### src/rtl/core_defines.sv
// Shared core defines.
// Provides the architectural register-file geometry and the default width
// of the per-register pending-write counters used by the GPR scoreboard.
// Guarded so it can be included from several files or compiled on its own.
`ifndef GPR_DEFINES_SV
`define GPR_DEFINES_SV

`define GPR_WIDTH      32
`define GPR_ADDR_SPACE 5
`define GPR_SB_CNT_W   2

`endif

### src/rtl/gpr_file_pkg.sv
// gpr_file_pkg: shared types and helpers for the general-purpose register file.
// Contents:
//   sb_op_e - action applied to one pending-write counter in a cycle
//   sb_op() - resolves the issue/release hits on one entry into that action
`ifndef GPR_DEFINES_SV
`include "core_defines.sv"
`endif

package gpr_file_pkg;

    typedef enum logic [1:0] {
        SB_HOLD = 2'd0,
        SB_INC  = 2'd1,
        SB_DEC  = 2'd2
    } sb_op_e;

    // An issue and a release to the same entry in one cycle cancel out.
    function automatic sb_op_e sb_op(input logic issue_hit, input logic rel_hit);
        if (issue_hit && !rel_hit) begin
            return SB_INC;
        end
        if (rel_hit && !issue_hit) begin
            return SB_DEC;
        end
        return SB_HOLD;
    endfunction

endpackage

### src/rtl/gpr_scoreboard.sv
// gpr_scoreboard: per-register pending-write counters.
// Each register 1..2^ADDR_W-1 owns a saturating CNT_W-bit counter of
// in-flight producers. Register 0 has no counter and is never busy.
// Ports:
//   clk, rst               - clock, asynchronous active-high reset
//   issue, issue_addr      - claim one pending write on issue_addr
//   rel, rel_addr          - release one claim on rel_addr
//   rs1_addr, rs2_addr     - source addresses being checked
//   rs1_busy, rs2_busy     - source still has an unretired producer
//   err                    - sticky counter overflow/underflow flag
`ifndef GPR_DEFINES_SV
`include "core_defines.sv"
`endif

module gpr_scoreboard
    import gpr_file_pkg::*;
#(
    parameter int ADDR_W = `GPR_ADDR_SPACE,
    parameter int CNT_W  = `GPR_SB_CNT_W
) (
    input  logic              clk,
    input  logic              rst,
    input  logic              issue,
    input  logic [ADDR_W-1:0] issue_addr,
    input  logic              rel,
    input  logic [ADDR_W-1:0] rel_addr,
    input  logic [ADDR_W-1:0] rs1_addr,
    input  logic [ADDR_W-1:0] rs2_addr,
    output logic              rs1_busy,
    output logic              rs2_busy,
    output logic              err
);

    localparam int NREG = 1 << ADDR_W;
    localparam logic [CNT_W-1:0] CNT_MAX = '1;

    logic [CNT_W-1:0] cnt_vec [NREG];
    logic [NREG-1:0]  fault_vec;
    logic             err_reg;

    genvar gi;
    generate
        for (gi = 0; gi < NREG; gi++) begin : g_cnt
            if (gi == 0) begin : g_zero
                assign cnt_vec[gi]   = '0;
                assign fault_vec[gi] = 1'b0;
            end else begin : g_entry
                logic [CNT_W-1:0] cnt_reg;
                logic             issue_hit;
                logic             rel_hit;
                sb_op_e           op;

                assign issue_hit = issue && (issue_addr == ADDR_W'(gi));
                assign rel_hit   = rel && (rel_addr == ADDR_W'(gi));
                assign op        = sb_op(issue_hit, rel_hit);

                // Counters saturate rather than wrap; the fault is flagged instead.
                assign fault_vec[gi] = ((op == SB_INC) && (cnt_reg == CNT_MAX)) ||
                                       ((op == SB_DEC) && (cnt_reg == '0));

                always_ff @(posedge clk or posedge rst) begin
                    if (rst) begin
                        cnt_reg <= '0;
                    end else begin
                        case (op)
                            SB_INC: if (cnt_reg != CNT_MAX) cnt_reg <= cnt_reg + 1'b1;
                            SB_DEC: if (cnt_reg != '0)      cnt_reg <= cnt_reg - 1'b1;
                            default: ;
                        endcase
                    end
                end

                assign cnt_vec[gi] = cnt_reg;
            end
        end
    endgenerate

    always_ff @(posedge clk or posedge rst) begin
        if (rst) begin
            err_reg <= 1'b0;
        end else if (|fault_vec) begin
            err_reg <= 1'b1;
        end
    end

    assign err = err_reg;

    // A release landing this cycle retires one claim early: the WB bypass in
    // the register file supplies that value, so only the remaining claims count.
    // A same-cycle issue is deliberately not visible until the next cycle.
    logic rs1_rel;
    logic rs2_rel;

    assign rs1_rel  = rel && (rel_addr == rs1_addr);
    assign rs2_rel  = rel && (rel_addr == rs2_addr);

    assign rs1_busy = (rs1_addr != '0) &&
                      (rs1_rel ? (cnt_vec[rs1_addr] > CNT_W'(1)) : (cnt_vec[rs1_addr] != '0));
    assign rs2_busy = (rs2_addr != '0) &&
                      (rs2_rel ? (cnt_vec[rs2_addr] > CNT_W'(1)) : (cnt_vec[rs2_addr] != '0));

endmodule

### src/rtl/gpr_file.sv
// gpr_file: general-purpose register file with write-through bypass and a
// pending-write scoreboard.
// Register 0 always reads zero and ignores writes. Reads are combinational;
// a WB write to the register being read is forwarded in the same cycle.
// Ports:
//   clk_i, rst_i                    - clock, asynchronous active-high reset
//   rs1_addr_i/rs2_addr_i           - ID read addresses
//   rs1_val_o/rs2_val_o             - read data (bypassed)
//   rs1_busy_o/rs2_busy_o           - source has an unretired producer
//   issue_i, issue_rd_addr_i        - claim a destination at issue
//   rd_val_i, rd_addr_i, rd_we_i    - WB write port
//   rd_rel_i                        - release one claim on rd_addr_i
//   sb_err_o                        - sticky scoreboard overflow/underflow
`ifndef GPR_DEFINES_SV
`include "core_defines.sv"
`endif

module gpr_file
    import gpr_file_pkg::*;
#(
    parameter int DATA_W = `GPR_WIDTH,
    parameter int ADDR_W = `GPR_ADDR_SPACE,
    parameter int CNT_W  = `GPR_SB_CNT_W
) (
    input  logic              clk_i,
    input  logic              rst_i,
    input  logic [ADDR_W-1:0] rs1_addr_i,
    input  logic [ADDR_W-1:0] rs2_addr_i,
    output logic [DATA_W-1:0] rs1_val_o,
    output logic [DATA_W-1:0] rs2_val_o,
    output logic              rs1_busy_o,
    output logic              rs2_busy_o,
    input  logic              issue_i,
    input  logic [ADDR_W-1:0] issue_rd_addr_i,
    input  logic [DATA_W-1:0] rd_val_i,
    input  logic [ADDR_W-1:0] rd_addr_i,
    input  logic              rd_we_i,
    input  logic              rd_rel_i,
    output logic              sb_err_o
);

    localparam int NREG = 1 << ADDR_W;

    // Entry 0 exists only to keep indexing simple; it is never written and
    // the read path masks it to zero regardless.
    logic [DATA_W-1:0] regs_reg [NREG];

    always_ff @(posedge clk_i or posedge rst_i) begin
        if (rst_i) begin
            for (int i = 0; i < NREG; i++) begin
                regs_reg[i] <= '0;
            end
        end else if (rd_we_i && (rd_addr_i != '0)) begin
            regs_reg[rd_addr_i] <= rd_val_i;
        end
    end

    logic [ADDR_W-1:0] rs_addr [2];
    logic [DATA_W-1:0] rs_val  [2];

    assign rs_addr[0] = rs1_addr_i;
    assign rs_addr[1] = rs2_addr_i;

    genvar gi;
    generate
        for (gi = 0; gi < 2; gi++) begin : g_rd
            always_comb begin
                rs_val[gi] = '0;
                if (rs_addr[gi] != '0) begin
                    if (rd_we_i && (rd_addr_i == rs_addr[gi])) begin
                        rs_val[gi] = rd_val_i;
                    end else begin
                        rs_val[gi] = regs_reg[rs_addr[gi]];
                    end
                end
            end
        end
    endgenerate

    assign rs1_val_o = rs_val[0];
    assign rs2_val_o = rs_val[1];

    gpr_scoreboard #(
        .ADDR_W (ADDR_W),
        .CNT_W  (CNT_W)
    ) u_scoreboard (
        .clk        (clk_i),
        .rst        (rst_i),
        .issue      (issue_i),
        .issue_addr (issue_rd_addr_i),
        .rel        (rd_rel_i),
        .rel_addr   (rd_addr_i),
        .rs1_addr   (rs1_addr_i),
        .rs2_addr   (rs2_addr_i),
        .rs1_busy   (rs1_busy_o),
        .rs2_busy   (rs2_busy_o),
        .err        (sb_err_o)
    );

endmodule

### config.mk
export PLATFORM = sky130hd
export DESIGN_NAME = gpr_file
export DESIGN_NICKNAME = d
export VERILOG_FILES = /design/src/rtl/gpr_file_pkg.sv /design/src/rtl/gpr_scoreboard.sv /design/src/rtl/gpr_file.sv
export VERILOG_INCLUDE_DIRS = /design/src /design/src/rtl
export SDC_FILE = /design/constraint.sdc
export NUM_CORES = 2
export LEC_CHECK = 0
export ABC_CLOCK_PERIOD_IN_PS = 34800
export CAP_MARGIN = 10
export CELL_PAD_IN_SITES_DETAIL_PLACEMENT = 1
export CELL_PAD_IN_SITES_GLOBAL_PLACEMENT = 1
export CORE_MARGIN = 1.5
export CORE_UTILIZATION = 49
export DETAILED_ROUTE_END_ITERATION = 7
export GPL_ROUTABILITY_DRIVEN = 0
export MAX_ROUTING_LAYER = met4
export PLACE_DENSITY_LB_ADDON = 0.1
export SYNTH_ARGS = -nofsm -noshare
export SYNTH_HDL_FRONTEND = slang
export SYNTH_SLANG_ARGS = --single-unit
export TNS_END_PERCENT = 5
### constraint.sdc
create_clock -name clk_i -period 34.8 [get_ports clk_i]
set_clock_uncertainty 0.2 [all_clocks]
set_input_delay 6.96 -clock clk_i [delete_from_list [all_inputs] [get_ports clk_i]]
set_output_delay 6.96 -clock clk_i [all_outputs]
set_load 0.05 [all_outputs]
Yosys cells after proc, flatten, opt, wreduce, memory -nomap -nowiden. Cells that the tools add are included.

Register bits after elaboration: 1087. Output and inout bits: 67. Word-level logic and storage cells: 1133.

Add/sub/neg operators: 62. Magnitude comparators: 6. Equality and inequality tests: 250. Multiplexer cells: 331. Bitwise gates (word level): 3. Reduce and logical (&&, ||, !) cells: 417.

Operator list (count): 1024-bit bitwise mux (1); 2-bit two-way mux (190); 32-bit binary-select mux with 5-bit select (2); 32-bit two-way mux (9); 1-bit logical AND (194); 2-bit inequality test (second input constant) (93); 32-bit demux with 5-bit select (1); 5-bit equality test (second input constant) (32); 2-bit nonzero test (64); 2-bit equality test (second input constant) (62); 2-bit one-hot mux with 2 select lines (31); 1-bit two-way mux (95); 3-bit AND reduction (31); 5-bit by 4-bit equality test with 1-bit output (second input constant) (16); 2-bit by 1-bit adder with 2-bit output (second input constant) (31); 2-bit by 1-bit equality test with 1-bit output (second input constant) (31); 1-bit logical NOT (62); 2-bit logical NOT (31); 2-bit by 1-bit subtractor with 2-bit output (second input constant) (31); 5-bit by 3-bit equality test with 1-bit output (second input constant) (8); 1-bit logical OR (31); 31-bit OR reduction (1); 2-bit binary-select mux with 5-bit select (2); 5-bit by 2-bit equality test with 1-bit output (second input constant) (4); 7 further kinds (16).

Longest topological paths before layout.
Depth after elaboration: 12. Depth in mapped cells: 10. Depth with buffers taken out: 6.

Cells and area by module. Synthesis repeated with hierarchy kept, for this count alone.

Cell total of the unflattened synthesis: 4622. Area total of the unflattened synthesis: 61555.3 µm².

By module, submodules not included: gpr_file (instances 1, cells an instance 3859, area each 55253.0 µm²); gpr_scoreboard (instances 1, cells an instance 763, area each 6302.3 µm²).

Worst setup path before layout. OpenSTA, ideal clock, no wires.

Path type: input port to output port. Start: in rs2_addr_i[0]. End: out rs2_busy_o. Arrival: 8996 ps. Slack: 18644 ps. Stages on the path: 8. Path buffers: 4. Cells stage by stage: buf_4 -> buf_6 -> buf_2 -> buf_2 -> mux4_2 -> mux4_2 -> a21oi_1 -> a21oi_1.

Word-level cells in the longest chain between the ends: 7. Elaborated cells between the ends (all ways): 11. Those cells by class: 1 x order compare; 1 x eq/ne; 4 x mux; 1 x bitwise; 4 x reduce/logical.

Ends and longest elaborated chain: start: declaration (RTL line gpr_file.sv:28) `input logic [ADDR_W-1:0] rs2_addr_i,`; 5-bit NOT with 6-bit output (implied by the code) (RTL line gpr_scoreboard.sv:100) `(rs2_rel ? (cnt_vec[rs2_addr] > CNT_W'(1)) : (cnt_vec[rs2_addr] != '0));`; 2-bit binary-select mux with 5-bit select (RTL line gpr_scoreboard.sv:100); 2-bit two-way mux (implied by the code) (2 in series) (RTL line gpr_scoreboard.sv:100); 2-bit by 1-bit > comparator with 1-bit output or 2-bit nonzero test (tied branches) (RTL line gpr_scoreboard.sv:100); 1-bit two-way mux (RTL line gpr_scoreboard.sv:100); 1-bit logical AND (*) (RTL line gpr_scoreboard.sv:99) `assign rs2_busy = (rs2_addr != '0) &&`; end: declaration (RTL line gpr_file.sv:32) `output logic rs2_busy_o,`.

Every way passes the cells marked *; elsewhere a longest branch is shown, timed or not. The select of a mux whose other input is x is not followed.

Final worst setup path.
Start: in rs1_addr_i[0]. End: out rs1_val_o[7].

Word-level cells in the longest chain between the ends: 6. Elaborated cells between the ends (all ways): 9. Those cells by class: 1 x eq/ne; 5 x mux; 1 x bitwise; 2 x reduce/logical.

Ends and longest elaborated chain: start: declaration (RTL line gpr_file.sv:27) `input logic [ADDR_W-1:0] rs1_addr_i,`; 5-bit NOT with 6-bit output (implied by the code) (RTL line gpr_file.sv:73) `rs_val[gi] = regs_reg[rs_addr[gi]];`; 32-bit binary-select mux with 5-bit select (RTL line gpr_file.sv:73); 32-bit two-way mux (implied by the code) (2 in series) (RTL line gpr_file.sv:73); 32-bit two-way mux (RTL line gpr_file.sv:70) `if (rd_we_i && (rd_addr_i == rs_addr[gi])) begin`; 32-bit two-way mux (*) (RTL line gpr_file.sv:69) `if (rs_addr[gi] != '0) begin`; end: declaration (RTL line gpr_file.sv:29) `output logic [DATA_W-1:0] rs1_val_o,`.

Marked as above.

==> impl_metrics.sql <==
INSERT INTO impl_metrics (metric_group, metric, value, unit) VALUES
('clocking', 'clockRootBuffer', 'clkbuf_16', ''),
('route', 'drc', '0', ''),
('critical_path', 'rr_endpoint', 'u_scoreboard.err', ''),
('timing', 'worst_slew_pin_slew', '1.17', 'ns'),
('synth', 'synth_largest_type_area_fraction', '45.4', '%'),
('critical_path', 'cp_slowest_cell', 'buf_4', ''),
('hold_path', 'worst_hold_path_depth', '0', ''),
('critical_path', 'cp-startpoint', 'rs1_addr_i[0]', ''),
('route', 'drt_iter0_drc', '3253', ''),
('route', 'detailedRoute.firstPassIterationCount', '5', ''),
('synth', 'syn_avg_cell_area', '14.7', 'µm²'),
('die', 'design.portCount', '124', ''),
('timing', 'timing.final.crit_period', '19.43', 'ns'),
('global_route', 'first_global_vias', '40900', ''),
('die', 'design.die.area', '124000', 'µm²'),
('critical_path', 'worstPathArrival', '12.27', 'ns'),
('job', 'drv.max_cap_violation_count', '0', ''),
('critical_path', 'startpoint_type', 'input pin', ''),
('synth', 'synth-warning-count', '0', ''),
('critical_path', 'series_of_cell_instances_along_the_critical_path', 'buf_8 -> buf_4 -> buf_4 -> buf_4 -> mux4_2 -> mux2i_1 -> a22oi_1 -> a32o_1 -> clkdlybuf4s50_1', ''),
('critical_path', 'ff2ff_path_depth', '6', ''),
('clocking', 'numCtsBuffers', '120', ''),
('layout', 'largest_register_ffs', '1024', ''),
('clocking', 'tritoncts_clock_tree', 'built', ''),
('critical_path', 'cp_data_required_time', '27.64', 'ns'),
('route', 'detailroute.via_count', '38400', ''),
('global_route', 'number_of_antenna_violations_at_the_first_check_in_global_routing', '3', ''),
('synth', 'ys_types', '64', ''),
('clocking', 'clk_buf_depth', '3', ''),
('die', 'row_count', '128', ''),
('die', 'die_h', '353', 'µm'),
('timing', 'report.final.slew_viol_count', '0', ''),
('layout', 'sequential_cell_area', '27200', 'µm²'),
('die', 'initial_utilization', '49.3', '%'),
('timing', 'fin_crit_sh', '55.8', '%'),
('route', 'via_per_inst', '6.77', ''),
('power', 'power_per_cell_area', '57.7', 'nW/µm²'),
('clocking', 'htreeDepth', '3', ''),
('critical_path', 'r2r_setup_slack', '32.51', 'ns'),
('route', 'totalWireLength', '189', 'mm'),
('timing', 'slew-limit-headroom', '21.6', '%'),
('timing', 'max_clock_freq', '0.0515', 'GHz'),
('layout', 'p_r_area_growth_vs_syn', '10.6', '%'),
('synth', 'synthDominantAreaCellType', 'dfrtp_1', ''),
('layout', 'drive_above_1_share', '46.8', '%'),
('clocking', 'postCtsResizedCells', '0', ''),
('critical_path', 'reg2reg_from', 'u_scoreboard.g_cnt[28].g_entry.cnt_reg[0]', ''),
('synth', 'ys_ff_latch', '1087', ''),
('clocking', 'postCtsSetupRepairBufs', '0', ''),
('synth', 'synth_area_leaders', 'dfrtp_1 (45%), mux4_2 (21%), mux2_2 (19%)', ''),
('global_route', 'grtUsageTotal', '31.7', '%'),
('synth', 'post_synth_inst_count', '4068', ''),
('global_route', 'gr-total-overflow', '0', ''),
('global_route', 'grt_max_degree', '155', ''),
('timing', 'rsz0062_at_grt', 'false', ''),
('synth', 'post_syn_area', '60000', 'µm²'),
('critical_path', 'cpMostUsedCell', 'buf_4', ''),
('status', 'outcome', 'finished, final reports clean', ''),
('critical_path', 'critical_path_class', 'input pin to output pin', ''),
('critical_path', 'critPathMaxFanout', '64', ''),
('power', 'vdd.ir_drop.worst', '0.0000467', 'V'),
('route', 'route.detailed.wl_per_inst', '33.4', 'µm'),
('critical_path', 'cpPeakStageDelay', '0.86', 'ns'),
('synth', 'top_count_cell_post_synth', 'dfrtp_1', ''),
('clocking', 'number_of_clock_sinks_seen_by_cts', '1087', ''),
('global_route', 'grt_first_pass_wirelength', '283', 'mm'),
('timing', 'report.final.hold_viol_count', '0', ''),
('die', 'die_x', '353', 'µm'),
('timing', 'layout_setup_ws', '15.37', 'ns'),
('hold_path', 'hold_path_end', 'regs_reg[997]', ''),
('critical_path', 'cp-end-kind', 'output pin', '');
[layout by cell type, fill, tap and decap left out, types with 6 or more instances in the layout]
| cell | Yosys | routed |
|---|---|---|
| o211ai_1 | 28 | 28 |
| mux2_2 | 999 | 999 |
| nand3b_1 | 9 | 9 |
| clkbuf_1 | 249 | 27 |
| o21ai_0 | 41 | 41 |
| a211oi_1 | 34 | 34 |
| o211a_1 | 6 | 6 |
| bufinv_16 | 0 | 8 |
| buf_4 | 4 | 92 |
| clkinv_2 | 0 | 24 |
| inv_1 | 38 | 37 |
| o311ai_0 | 7 | 7 |
| nor3_1 | 10 | 10 |
| xnor2_1 | 6 | 6 |
| clkdlybuf4s50_1 | 0 | 117 |
| a32o_1 | 63 | 63 |
| mux2i_1 | 249 | 249 |
| a22oi_1 | 124 | 124 |
| nand3_1 | 16 | 14 |
| nor2_1 | 101 | 73 |
| nand4_1 | 6 | 6 |
| and3b_1 | 7 | 7 |
| clkbuf_16 | 0 | 122 |
| buf_8 | 0 | 6 |
| mux4_2 | 552 | 552 |
| a32oi_1 | 9 | 9 |
| and2_1 | 6 | 6 |
| nor2b_1 | 13 | 9 |
| a2111oi_0 | 13 | 13 |
| nand2_1 | 53 | 50 |
| nor2_4 | 0 | 28 |
| a22o_1 | 6 | 6 |
| a21oi_1 | 62 | 60 |
| dfrtp_1 | 1087 | 1087 |
| clkbuf_8 | 0 | 24 |
[per-layer routing]
metal	up-vias	global-route usage (%)	share of wire [%]
met1	21200	42.7	42
li1	15600	-	-
met2	1196	51.0	49
met3	316	4.34	5.5
met4	0	8.58	2.8
met5	-	-	0
[cells by family (layout without fill, tap and decap cells)]
kind of cell,after synthesis,in the layout,synth area share (%)
simple gates,263,263,2.20
buf+inv,494,470,3.49
flops,1087,1087,45.4
compound gates,414,414,5.14
other cells,0,1,0
mux,1800,1800,43.7
xor+xnor,10,10,0.146
[through the flow]
step | instance area [µm²] | utilization, % | power, mW | std cells | hold WS (ns)
global route | 66300 | 54.6 | 3.99 | 5670 | 0.204
global placement | 62400 | 51.3 | 2.52 | 5455 | 0.177
detailed placement | 62400 | 51.3 | 2.56 | 5455 | 0.183
finish | 66300 | 54.6 | 3.83 | 5670 | 0.195
floorplan | 60000 | - | 2.32 | 4068 | 0.241
CTS | 66300 | 54.5 | 3.85 | 5667 | 0.196
[worst max-delay path by stage]
| stage | endpoint | slack [ns] | depth (start not counted) |
|---|---|---|---|
| after detailed placement | rs1_val_o[7] | 15.22 | 9 |
| final | rs1_val_o[7] | 15.37 | 9 |
| after global routing | rs1_val_o[7] | 14.94 | 9 |
| after global placement | rs1_val_o[10] | 15.27 | 9 |
| after CTS | rs2_val_o[7] | 15.23 | 9 |
| after floorplan | regs_reg[0] | 12.64 | 1 |
[worst max-delay path: cells and delay by family]
kind                   cells  cell delay (ns)
muxes                      2             0.78
buffers and inverters      5             3.76
AOI/OAI and AO/OA          2             0.58
[power by group]
group	internal (mW)	switching, mW	total [mW]	leakage, nW
registers	1.50	0.194	1.70	13.9
logic	0.486	0.364	0.850	12.0
clock network	0.743	0.539	1.28	1.93
total	2.73	1.10	3.83	27.9
[layout make-up]
cell class / instances / share of cell area (%)
multi-input combinational: 2487 / 46.7
clock inverter: 40 / 0.664
timing repair buffer: 220 / 3.11
tap: 1625 / 3.06
clock buffer: 172 / 5.22
inverter: 38 / 0.221
sequential: 1087 / 41.0
antenna: 1 / 0.00377
Note: power is estimated with default switching activity, not from simulation.
